File: src/rtl/shadow_dcache_port_arbiter_pkg.sv
// Shared types for the shadow D$ store-port arbiter.
//
// Contents:
//   dc_port_owner_e     - which requester currently holds the D$ store port
//   SHRU_DEFAULT_BURST  - default number of back-to-back SHRU grants while LSU waits
//   dcache_store_req_t  - D$ store request (requester -> cache)
//   dcache_store_rsp_t  - D$ store response (cache -> requester)
//
// The widths below describe the store port of a 32-bit core with a
// 32-bit physical address split into a 12-bit index and a 20-bit tag.
package shadow_dcache_port_arbiter_pkg;

  localparam int unsigned XLEN               = 32;
  localparam int unsigned DCACHE_INDEX_WIDTH = 12;
  localparam int unsigned DCACHE_TAG_WIDTH   = 20;
  localparam int unsigned SHRU_DEFAULT_BURST = 4;

  typedef enum logic [1:0] {
    OWN_NONE = 2'd0,
    OWN_LSU  = 2'd1,
    OWN_SHRU = 2'd2
  } dc_port_owner_e;

  typedef struct packed {
    logic [DCACHE_INDEX_WIDTH-1:0] address_index;
    logic [DCACHE_TAG_WIDTH-1:0]   address_tag;
    logic [XLEN-1:0]               data_wdata;
    logic                          data_req;
    logic                          data_we;
    logic [XLEN/8-1:0]             data_be;
    logic [1:0]                    data_size;
    logic                          kill_req;
    logic                          tag_valid;
  } dcache_store_req_t;

  typedef struct packed {
    logic            data_gnt;
    logic            data_rvalid;
    logic [XLEN-1:0] data_rdata;
  } dcache_store_rsp_t;

endpackage

File: src/rtl/shadow_dcache_port_arbiter.sv
// Shares one D$ store request port between the LSU store unit and the
// shadow-register save engine (SHRU).
//
// SHRU wins simultaneous requests so interrupt context saves drain quickly.
// A burst counter limits how many SHRU grants may pass an LSU that is
// waiting; once it saturates the LSU is served next. Once a requester has
// been presented to the cache without a grant it keeps the port (sticky
// ownership) until it is granted or withdraws its request.
//
// Ports:
//   clk_i          in   clock
//   rst_ni         in   synchronous active-low reset
//   lsu_req_i      in   LSU store request
//   lsu_rsp_o      out  response to LSU (gnt, and all read data from the cache)
//   shru_req_i     in   shadow save request
//   shru_rsp_o     out  response to SHRU (gnt only, never rvalid)
//   dcache_req_o   out  request forwarded to the D$
//   dcache_rsp_i   in   response from the D$
//   shru_owner_o   out  SHRU is the selected requester this cycle
//   lsu_starved_o  out  LSU is waiting and the burst counter is saturated
module shadow_dcache_port_arbiter
  import shadow_dcache_port_arbiter_pkg::*;
#(
  parameter type         dcache_req_i_t = dcache_store_req_t,
  parameter type         dcache_req_o_t = dcache_store_rsp_t,
  parameter int unsigned MAX_SHRU_BURST = SHRU_DEFAULT_BURST
) (
  input  logic          clk_i,
  input  logic          rst_ni,
  input  dcache_req_i_t lsu_req_i,
  output dcache_req_o_t lsu_rsp_o,
  input  dcache_req_i_t shru_req_i,
  output dcache_req_o_t shru_rsp_o,
  output dcache_req_i_t dcache_req_o,
  input  dcache_req_o_t dcache_rsp_i,
  output logic          shru_owner_o,
  output logic          lsu_starved_o
);

  localparam int unsigned        BURST_W   = $clog2(MAX_SHRU_BURST + 1);
  localparam logic [BURST_W-1:0] BURST_MAX = BURST_W'(MAX_SHRU_BURST);

  dc_port_owner_e     owner_q, owner_d, sel;
  logic [BURST_W-1:0] burst_q, burst_d;
  logic               init_q;
  logic               active;
  logic               lsu_req, shru_req, sel_req, gnt;
  logic               lsu_grant, shru_grant, burst_full;

  // Selection, output steering and next-state logic.
  // The arbiter is held quiet (no selection, all outputs zero) while reset
  // is asserted and for the first cycle after it; init_q marks the end of
  // that window. A grant only counts when the selected requester is still
  // requesting, so a stale gnt cannot leak to either side.
  always_comb begin
    active     = rst_ni & init_q;
    lsu_req    = lsu_req_i.data_req;
    shru_req   = shru_req_i.data_req;
    gnt        = dcache_rsp_i.data_gnt;
    burst_full = (burst_q == BURST_MAX);

    sel = OWN_NONE;
    if (!active) begin
      sel = OWN_NONE;
    end else if (owner_q != OWN_NONE) begin
      sel = owner_q;
    end else if (shru_req && !(lsu_req && burst_full)) begin
      sel = OWN_SHRU;
    end else if (lsu_req) begin
      sel = OWN_LSU;
    end

    sel_req    = ((sel == OWN_LSU) && lsu_req) || ((sel == OWN_SHRU) && shru_req);
    lsu_grant  = (sel == OWN_LSU)  && lsu_req  && gnt;
    shru_grant = (sel == OWN_SHRU) && shru_req && gnt;

    // The whole struct of the selected side is forwarded, including
    // kill_req, so a kill is only seen from the requester that owns the port.
    dcache_req_o = '0;
    case (sel)
      OWN_LSU:  dcache_req_o = lsu_req_i;
      OWN_SHRU: dcache_req_o = shru_req_i;
      default:  dcache_req_o = '0;
    endcase

    // Read data belongs to the LSU regardless of who holds the port;
    // the SHRU only ever writes, so it gets grants and nothing else.
    lsu_rsp_o  = '0;
    shru_rsp_o = '0;
    if (active) begin
      lsu_rsp_o.data_rvalid = dcache_rsp_i.data_rvalid;
      lsu_rsp_o.data_rdata  = dcache_rsp_i.data_rdata;
    end
    lsu_rsp_o.data_gnt  = lsu_grant;
    shru_rsp_o.data_gnt = shru_grant;

    shru_owner_o  = (sel == OWN_SHRU);
    lsu_starved_o = active && lsu_req && burst_full;

    // Ownership sticks only while the selected requester waits for gnt;
    // a grant or a withdrawn request both release the port.
    owner_d = OWN_NONE;
    if (sel_req && !gnt) begin
      owner_d = sel;
    end

    // The counter tracks SHRU grants that overtook a waiting LSU. Any
    // cycle without an LSU request, or an LSU grant, resets it, and the
    // reset takes precedence over a simultaneous increment.
    burst_d = burst_q;
    if (shru_grant && lsu_req && !burst_full) begin
      burst_d = burst_q + 1'b1;
    end
    if (lsu_grant || !lsu_req) begin
      burst_d = '0;
    end
  end

  // State register. Reset drops any pending ownership so a requester that
  // was mid-handshake must re-issue its request afterwards.
  always_ff @(posedge clk_i) begin
    if (!rst_ni) begin
      owner_q <= OWN_NONE;
      burst_q <= '0;
      init_q  <= 1'b0;
    end else begin
      owner_q <= owner_d;
      burst_q <= burst_d;
      init_q  <= 1'b1;
    end
  end

`ifndef SYNTHESIS
  // A requester left waiting without a grant must own the port next cycle.
  a_sticky_owner : assert property (@(posedge clk_i) disable iff (!rst_ni)
    (active && sel_req && !gnt) |=> (owner_q == $past(sel)));

  // Grants are only ever routed to the selected requester.
  a_lsu_gnt_selected : assert property (@(posedge clk_i)
    !(lsu_rsp_o.data_gnt && (sel != OWN_LSU)));
  a_shru_gnt_selected : assert property (@(posedge clk_i)
    !(shru_rsp_o.data_gnt && (sel != OWN_SHRU)));

  // The burst counter saturates and never runs past its limit.
  a_burst_bound : assert property (@(posedge clk_i)
    burst_q <= BURST_MAX);
`endif

endmodule

File: config.mk
export PLATFORM = sky130hd
export DESIGN_NAME = shadow_dcache_port_arbiter
export DESIGN_NICKNAME = d
export VERILOG_FILES = /design/src/rtl/shadow_dcache_port_arbiter_pkg.sv /design/src/rtl/shadow_dcache_port_arbiter.sv
export SDC_FILE = /design/constraint.sdc
export NUM_CORES = 1
export LEC_CHECK = 0
export CAP_MARGIN = 20
export CORE_AREA = 5 5 123 125
export CTS_CLUSTER_DIAMETER = 100
export DETAILED_ROUTE_END_ITERATION = 16
export DIE_AREA = 0 0 128 130
export DONT_BUFFER_PORTS = 1
export HOLD_SLACK_MARGIN = 0.06
export PLACE_DENSITY = 0.35
export SETUP_SLACK_MARGIN = 0.02
export SLEW_MARGIN = 20
export SYNTH_ARGS = -nofsm -noshare
export SYNTH_HDL_FRONTEND = slang
export SYNTH_SLANG_ARGS = --single-unit
File: constraint.sdc
create_clock -name clk_i -period 4.2 [get_ports clk_i]
set_clock_uncertainty 0.1 [all_clocks]
set_input_delay 0.84 -clock clk_i [delete_from_list [all_inputs] [get_ports clk_i]]
set_output_delay 0.84 -clock clk_i [all_outputs]
set_load 0.01 [all_outputs]
Word level (Yosys, flattened, before mapping). Cells that the tools add are included.

Add/subtract/negate cells: 1. Equality and inequality tests: 3. Multiplexer cells: 7. Bitwise operators: 2. Reductions and logical operators: 20.

Operators with widths (count): 74-bit one-hot mux with 2 select lines (1); 33-bit 2-to-1 mux (1); 1-bit logical AND (11); 2-bit 2-to-1 mux (3); 1-bit logical NOT (4); 3-bit by 1-bit adder with 3-bit output (second input constant) (1); 3-bit == test (second input constant) (1); 2-bit by 1-bit == test with 1-bit output (second input constant) (1); 2-bit == test (second input constant) (1); 1-bit logical OR (2); 1-bit 2-to-1 mux (2); 2-bit AND reduction (1); 2-bit nonzero test (1); 2-bit OR reduction (1); 1-bit bitwise AND (1); 1-bit inverter (1).

Register bits after elaboration: 6. Input port bits: 184. Output and inout port bits: 144. Word-level logic and storage cells: 36.

Logic depth before layout (Yosys ltp). Gate-level depths: netlist of run 1.

Word-level depth: 12. Depth in mapped cells: 13. Mapped depth without buffers: 9.

Worst setup path before layout of run 1. No wires, ideal clock.

Kind: input to output. From: input port lsu_req_i[9] in the netlist's numbering. To: output port dcache_req_o[55] in the netlist's numbering. Data arrival time: 2.994 ns. Data required time: 3.260 ns. Path slack: 0.266 ns. Stages on the path: 10. Buffers on the path: 5. Cells stage by stage: buf_2 -> nand2b_1 -> o21bai_1 -> buf_4 -> buf_4 -> nor2b_1 -> ha_1 -> clkbuf_1 -> clkbuf_1 -> o41ai_1.

RTL lines: start: declaration (RTL line shadow_dcache_port_arbiter.sv:30) `input dcache_req_i_t lsu_req_i,`; end: declaration (RTL line shadow_dcache_port_arbiter.sv:34) `output dcache_req_i_t dcache_req_o,`.

==> results.tsv, run 1 <==
stage	metric	value	unit
worst_setup_path	FF-to-FF End	owner_q[1]	
layout	Core Util, Final	19.8	%
power_and_ir_drop	Peak VDD IR	0.000113	V
synthesis	Mapped Cells	379	
worst_hold_path	hold path start	burst_q[0]	
worst_hold_path	Worst Hold Class	reg -> reg	
drt	TritonRoute pass-1 iters	4	
power_and_ir_drop	PwrDens	130	nW/um2
worst_setup_path	CP required	3.26	ns
synthesis	#FFs+latches synth	6	
worst_setup_path	slowest stage cell, crit path	buf_4	
synthesis	Post-Syn Area	2660	um2
worst_hold_path	worst hold path depth	2	
run	max_cap viols	0	
synthesis	Synth cell types	31	
sta	Period minus WS final	3.79	ns
worst_setup_path	WP buf/inv	2	
global_route	total grt overflow	0	
synthesis	syn_area_per_cell	7.03	um2
synthesis	Synth area leaders	o41ai_2, buf_4, inv_1	
drt	Remaining DRCs	0	
worst_setup_path	Setup CP Type	in -> out	
sta	Fin. Hold Viols	0	
synthesis	commonest cells in the netlist	inv_1, nand2_1, o41ai_2	
worst_setup_path	R2R Path Start	burst_q[0]	
sta	FMAX	264	MHz
layout	Antenna Cells	0	
placed_design	Post-DP HPWL	7580	um
global_route	GRT Util Overall	9.48	%
worst_setup_path	Worst R2R Path Depth	6	
synthesis	synth warn	0	
worst_setup_path	r2r setup slk	1.88	ns
worst_setup_path	critical path arrival	2.85	ns
sta	Max-slew headroom	27.7	%
global_route	first-pass GRT wire length	13000	um
worst_setup_path	crit-path leading delay family	buffers and inverters	
clock_network	Setup Fix Bufs, Post-CTS	0	
drt	Total Wirelength	9870	um
clock_network	Clock Latency Late Sink	0.23	ns
sta	RSZ-0062 raised after global routing	no	
global_route	largest net degree at the start of global routing	76	
die	Starting Density	19.3	%
placed_design	GPL Wtd Cong	0.740	
sta	Tcrit/Tclk final	90.3	%
clock_network	hold buffer count at cts	0	
clock_network	clock-pin slew on the worst setup and hold paths	0.03	ns
clock_network	TritonCTS clock tree	yes	
layout	Syn-to-layout area delta	2.58	%
drt	DR vias/cell	4.89	
drt	vias	2567	
clock_network	clk sinks	6	
worst_hold_path	Hold EP	burst_q[0]	
clock_network	clk buf depth	2	
die	die width	128	um
die	Die Area	16600	um2
synthesis	cell taking the most area after synthesis	o41ai_2	
die	die height	130	um
die	Rows	43	
clock_network	TritonCTS Buffers	3	
synthesis	post-synth top area share	30.5	%
synthesis	EDFF count, synth	0	
clock_network	CTS resizes	0	
global_route	initial antenna violation count	0	
die	# IOs	328	
placed_design	PortBufs	0	
worst_setup_path	CP Max Fanout	74	
layout	nets@finish	535	
drt	drt wl/cell	18.8	um
worst_setup_path	Startpoint Class	primary input	
die	core area	13800	um2
worst_setup_path	Worst Setup End Kind	output port	
worst_setup_path	CP Cell Sequence	and4b_2 > a32oi_4 > buf_4 > inv_1 > ha_1 > a22oi_1 > nor2_1	
power_and_ir_drop	LEAKAGE	1.41	nW
drt	ANT nets after route	0	
synthesis	post-synthesis async set-or-reset flop share	0	%
clock_network	Root Driver	clkbuf_16	
layout	share of cells above drive strength 1	19.1	%
synthesis	Seq/Total Area, Yosys	4.51	%
sta	setup_tns	0	ns
outcome	status	completed	
sta	number of setup violations in the final report	0	
drt	DRT iter0 DRCs	83	
synthesis	Top FF cell, synth	dfxtp_1	
global_route	number of global-route vias before repair	2453	
clock_network	# H-tree levels	1	
sta	Slew Viols, Final	0	
sta	slew at the pin closest to its max-slew limit	1.08	ns
worst_setup_path	CP peak stage delay	0.82	ns
-- state kept, by name (all words and copies together) (netlist names) --
signal,count
init_q,1
owner_q,2
burst_q,3
-- final cells by class --
type	count	area, um2
inverter	76	285
timing repair buffer	7	72.6
multi-input combinational	253	1950
tap	180	225
fill	1535	11000
clock buffer	3	75.1
sequential	6	120
-- cells in the final DEF, fill, tap and decap left out, types with 2 or more instances in the layout --
master	synthesis	layout
inv_1	76	76
nand2_1	76	76
o41ai_2	50	50
and3_1	34	34
conb_1	1	33
o41ai_1	22	22
dfxtp_1	6	6
buf_4	38	6
nor2_1	4	4
nand4_1	4	4
nand3_1	3	3
a21oi_1	3	3
nand4b_1	3	3
ha_1	4	3
clkbuf_16	0	3
nor3_1	2	2
a21boi_0	2	2
o31ai_1	2	2
-- tightest hold or removal path, cell delays in order (launching register included) --
cell     delay, ns
dfxtp_1       0.31
o31ai_1       0.06
a21oi_1       0.06
-- worst max-delay path by stage --
stage	start	to	cells past startpoint
floorplan	lsu_req_i[9]	dcache_req_o[55]	10
global placement	shru_req_i[9]	dcache_req_o[37]	9
detailed placement	shru_req_i[9]	dcache_req_o[37]	9
CTS	burst_q[0]	dcache_req_o[37]	11
global route	shru_req_i[9]	dcache_req_o[43]	7
finish	shru_req_i[9]	dcache_req_o[43]	7
-- layer usage --
metal	GRT usage, %	vias up	part of all wire [%]
met5	0	-	0
met2	19.3	194	56
li1	-	1184	-
met4	1.50	0	0.52
met3	2.37	5	10
met1	9.82	1184	34
-- stage by stage --
step	cells	setup WS, ns	hold WS (ns)	area, um2	power [mW]
CTS	524	0.125	0.385	2710	0.355
global route	525	0.168	0.413	2730	0.377
global placement	521	0.230	0.386	2630	0.197
detailed placement	521	0.194	0.380	2630	0.198
floorplan	411	0.266	0.359	2780	0.207
finish	525	0.406	0.380	2730	0.355
-- power breakdown --
part           internal (mW)  switching, mW  total (mW)
Combinational         0.0330          0.110       0.143
Clock                  0.122         0.0313       0.153
Sequential            0.0580        0.00104      0.0591
Total                  0.213          0.142       0.355
-- kinds of logic after synthesis --
family                     Yosys count  share of synthesized area, %
muxes                                1                         0.376
buffers and inverters              152                          28.5
DFF                                  6                          4.51
other                                1                         0.141
and+or+nand+nor                    131                          23.6
AOI/OAI and AO/OA                   84                          41.0
adders and majority gates            4                          1.88
(Power assumes the default switching activity.)
==> run 2, diff against run 1 <==
Settings changed: RECOVER_POWER set to 25.
==> run 2 against run 1 <==
  * Critical endpoint unchanged
  * Via count hardly changed
  * Non-clock buffer count unchanged
  * Sequential power about the same
  * Register-to-register slack about the same
  * Final area down 0.14%
  * Critical path depth is the same
  * Maximum frequency barely moved
  * First-iteration DRC count is 2.4% higher
  * Combinational power barely moved
  * Highest routed layer unchanged
  * Count of clock-buffer cells in the layout did not move
  * Clock power hardly changed
==> results.tsv, run 2 (synthesis results as in run 1) <==
stage	metric	value	unit	change
outcome	status	completed		
sta	Period minus WS final	3.79	ns	-0.0000810 ns
clock_network	Clock Latency Late Sink	0.23	ns	about the same
layout	post-route cell area	2730	um2	-0.14%
drt	ANT nets after route	0		unchanged
drt	vias	2568		+0.039%
die	die width	128	um	unchanged
layout	share of cells above drive strength 1	18.8	%	-0.29 points
die	core area	13800	um2	unchanged
clock_network	# H-tree levels	1		unchanged
sta	hold slack	0.380	ns	unchanged
clock_network	clock-pin slew on the worst setup and hold paths	0.03	ns	about the same
clock_network	hold buffer count at cts	0		unchanged
layout	Top Registers	burst_q x3, owner_q x2, init_q x1		
layout	Reg area	120	um2	unchanged
drt	TritonRoute pass-1 iters	4		unchanged
placed_design	placed cell area	2630	um2	unchanged
clock_network	clk sinks	6		unchanged
worst_hold_path	hold path start	burst_q[0]		
layout	Antenna Cells	0		unchanged
run	max_cap viols	0		unchanged
die	Starting Density	19.3	%	unchanged
placed_design	PortBufs	0		unchanged
power_and_ir_drop	Peak VDD IR	0.000113	V	-0.15%
clock_network	TritonCTS clock tree	yes		
drt	DRT iter0 DRCs	85		+2.4%
power_and_ir_drop	LEAKAGE	1.41	nW	-0.29%
worst_setup_path	Startpoint Class	primary input		
global_route	initial antenna violation count	0		unchanged
clock_network	clk buf depth	2		unchanged
worst_setup_path	R2R Path Start	burst_q[0]		
global_route	largest net degree at the start of global routing	76		unchanged
die	die height	130	um	unchanged
sta	Slew Viols, Final	0		unchanged
clock_network	TritonCTS Buffers	3		unchanged
sta	Fin. Hold Viols	0		unchanged
sta	RSZ-0062 raised after global routing	no		
worst_setup_path	Worst Setup End Kind	output port		
layout	Filler cells	1535		unchanged
global_route	GRT Util Overall	9.48	%	unchanged
worst_setup_path	critical path arrival	2.85	ns	about the same
placed_design	Post-DP HPWL	7580	um	unchanged
layout	Syn-to-layout area delta	2.44	%	
clock_network	Root Driver	clkbuf_16		
sta	Tcrit/Tclk final	90.3	%	about the same
global_route	number of global-route vias before repair	2453		unchanged
clock_network	CTS resizes	0		unchanged
layout	nets@finish	535		unchanged
layout	Largest register FFs	3		unchanged
clock_network	Setup Fix Bufs, Post-CTS	0		unchanged
die	Rows	43		unchanged
drt	drt wl/cell	18.8	um	about the same
worst_hold_path	Worst Hold Class	reg -> reg		
sta	Max-slew headroom	27.6	%	-0.16 points
power_and_ir_drop	PwrDens	130	nW/um2	about the same
die	# IOs	328		unchanged
worst_setup_path	CP Max Fanout	74		unchanged
global_route	total grt overflow	0		unchanged
sta	number of setup violations in the final report	0		unchanged
sta	setup_tns	0	ns	unchanged
placed_design	GPL Wtd Cong	0.740		unchanged
die	Die Area	16600	um2	unchanged
worst_setup_path	CP required	3.26	ns	about the same
worst_setup_path	Critical path origin	shru_req_i[9]		
drt	DR vias/cell	4.89		about the same
drt	Total Wirelength	9860	um	about the same
sta	slew at the pin closest to its max-slew limit	1.09	ns	+0.00236 ns
layout	Most flops, register	burst_q		
layout	most frequent cells in the layout	inv_1, nand2_1, o41ai_2		
worst_setup_path	Setup CP Type	in -> out		
layout	area occupied by multi-input gates	1950	um2	unchanged
global_route	first-pass GRT wire length	13000	um	unchanged
drt	Remaining DRCs	0		unchanged
sta	FMAX	264	MHz	about the same
run 2: cell count changes in the layout (fill, tap and decap cells not counted):
cell,before,now
a21boi_1,1,0
clkbuf_1,0,1
a21boi_0,2,3
buf_4,6,5
run 2: layout make-up:
cell class                      count  area share, %
Timing Repair Buffer                7           2.52
Tap cell                          180           8.25
Inverter                           76           10.5
Sequential cell                     6           4.40
Clock buffer                        3           2.75
Multi-Input combinational cell    253           71.6
run 2: worst paths after layout:
path                            slack, ns               end  cells past startpoint
worst max register to register       1.88        owner_q[1]                      6
worst min-delay path                 0.38        burst_q[0]                      2
worst min register to register       0.38        burst_q[0]                      2
worst max-delay path                 0.41  dcache_req_o[43]                      7
run 2: metal layers:
layer	GRT usage, %	share of wire, %	vias up
met2	19.3	56	190
met3	2.37	10	5
li1	-	-	1184
met5	0	0	-
met1	9.82	34	1189
met4	1.50	0.52	0
run 2: power by group:
group,switching (mW),internal (mW),leakage [nW],total (mW)
sequential,0.00100,0.0580,0.0487,0.0590
clock,0.0313,0.122,0.0370,0.153
combinational,0.110,0.0325,1.32,0.142
total,0.142,0.213,1.41,0.355
run 2: critical path: stages:
cell and delay, ns:
and4b_2 0.28, a32oi_4 0.24, buf_4 0.82, inv_1 0.10, ha_1 0.24, a22oi_1 0.13, nor2_1 0.10
run 2: through the flow:
step                      util (%)  cells  setup slack, ns  power, mW
after floorplan                  -    411            0.266      0.207
after global placement        19.1    521            0.230      0.197
after detailed placement      19.1    521            0.194      0.198
after CTS                     19.6    524            0.125      0.355
after global routing          19.8    525            0.168      0.377
final                         19.8    525            0.406      0.355
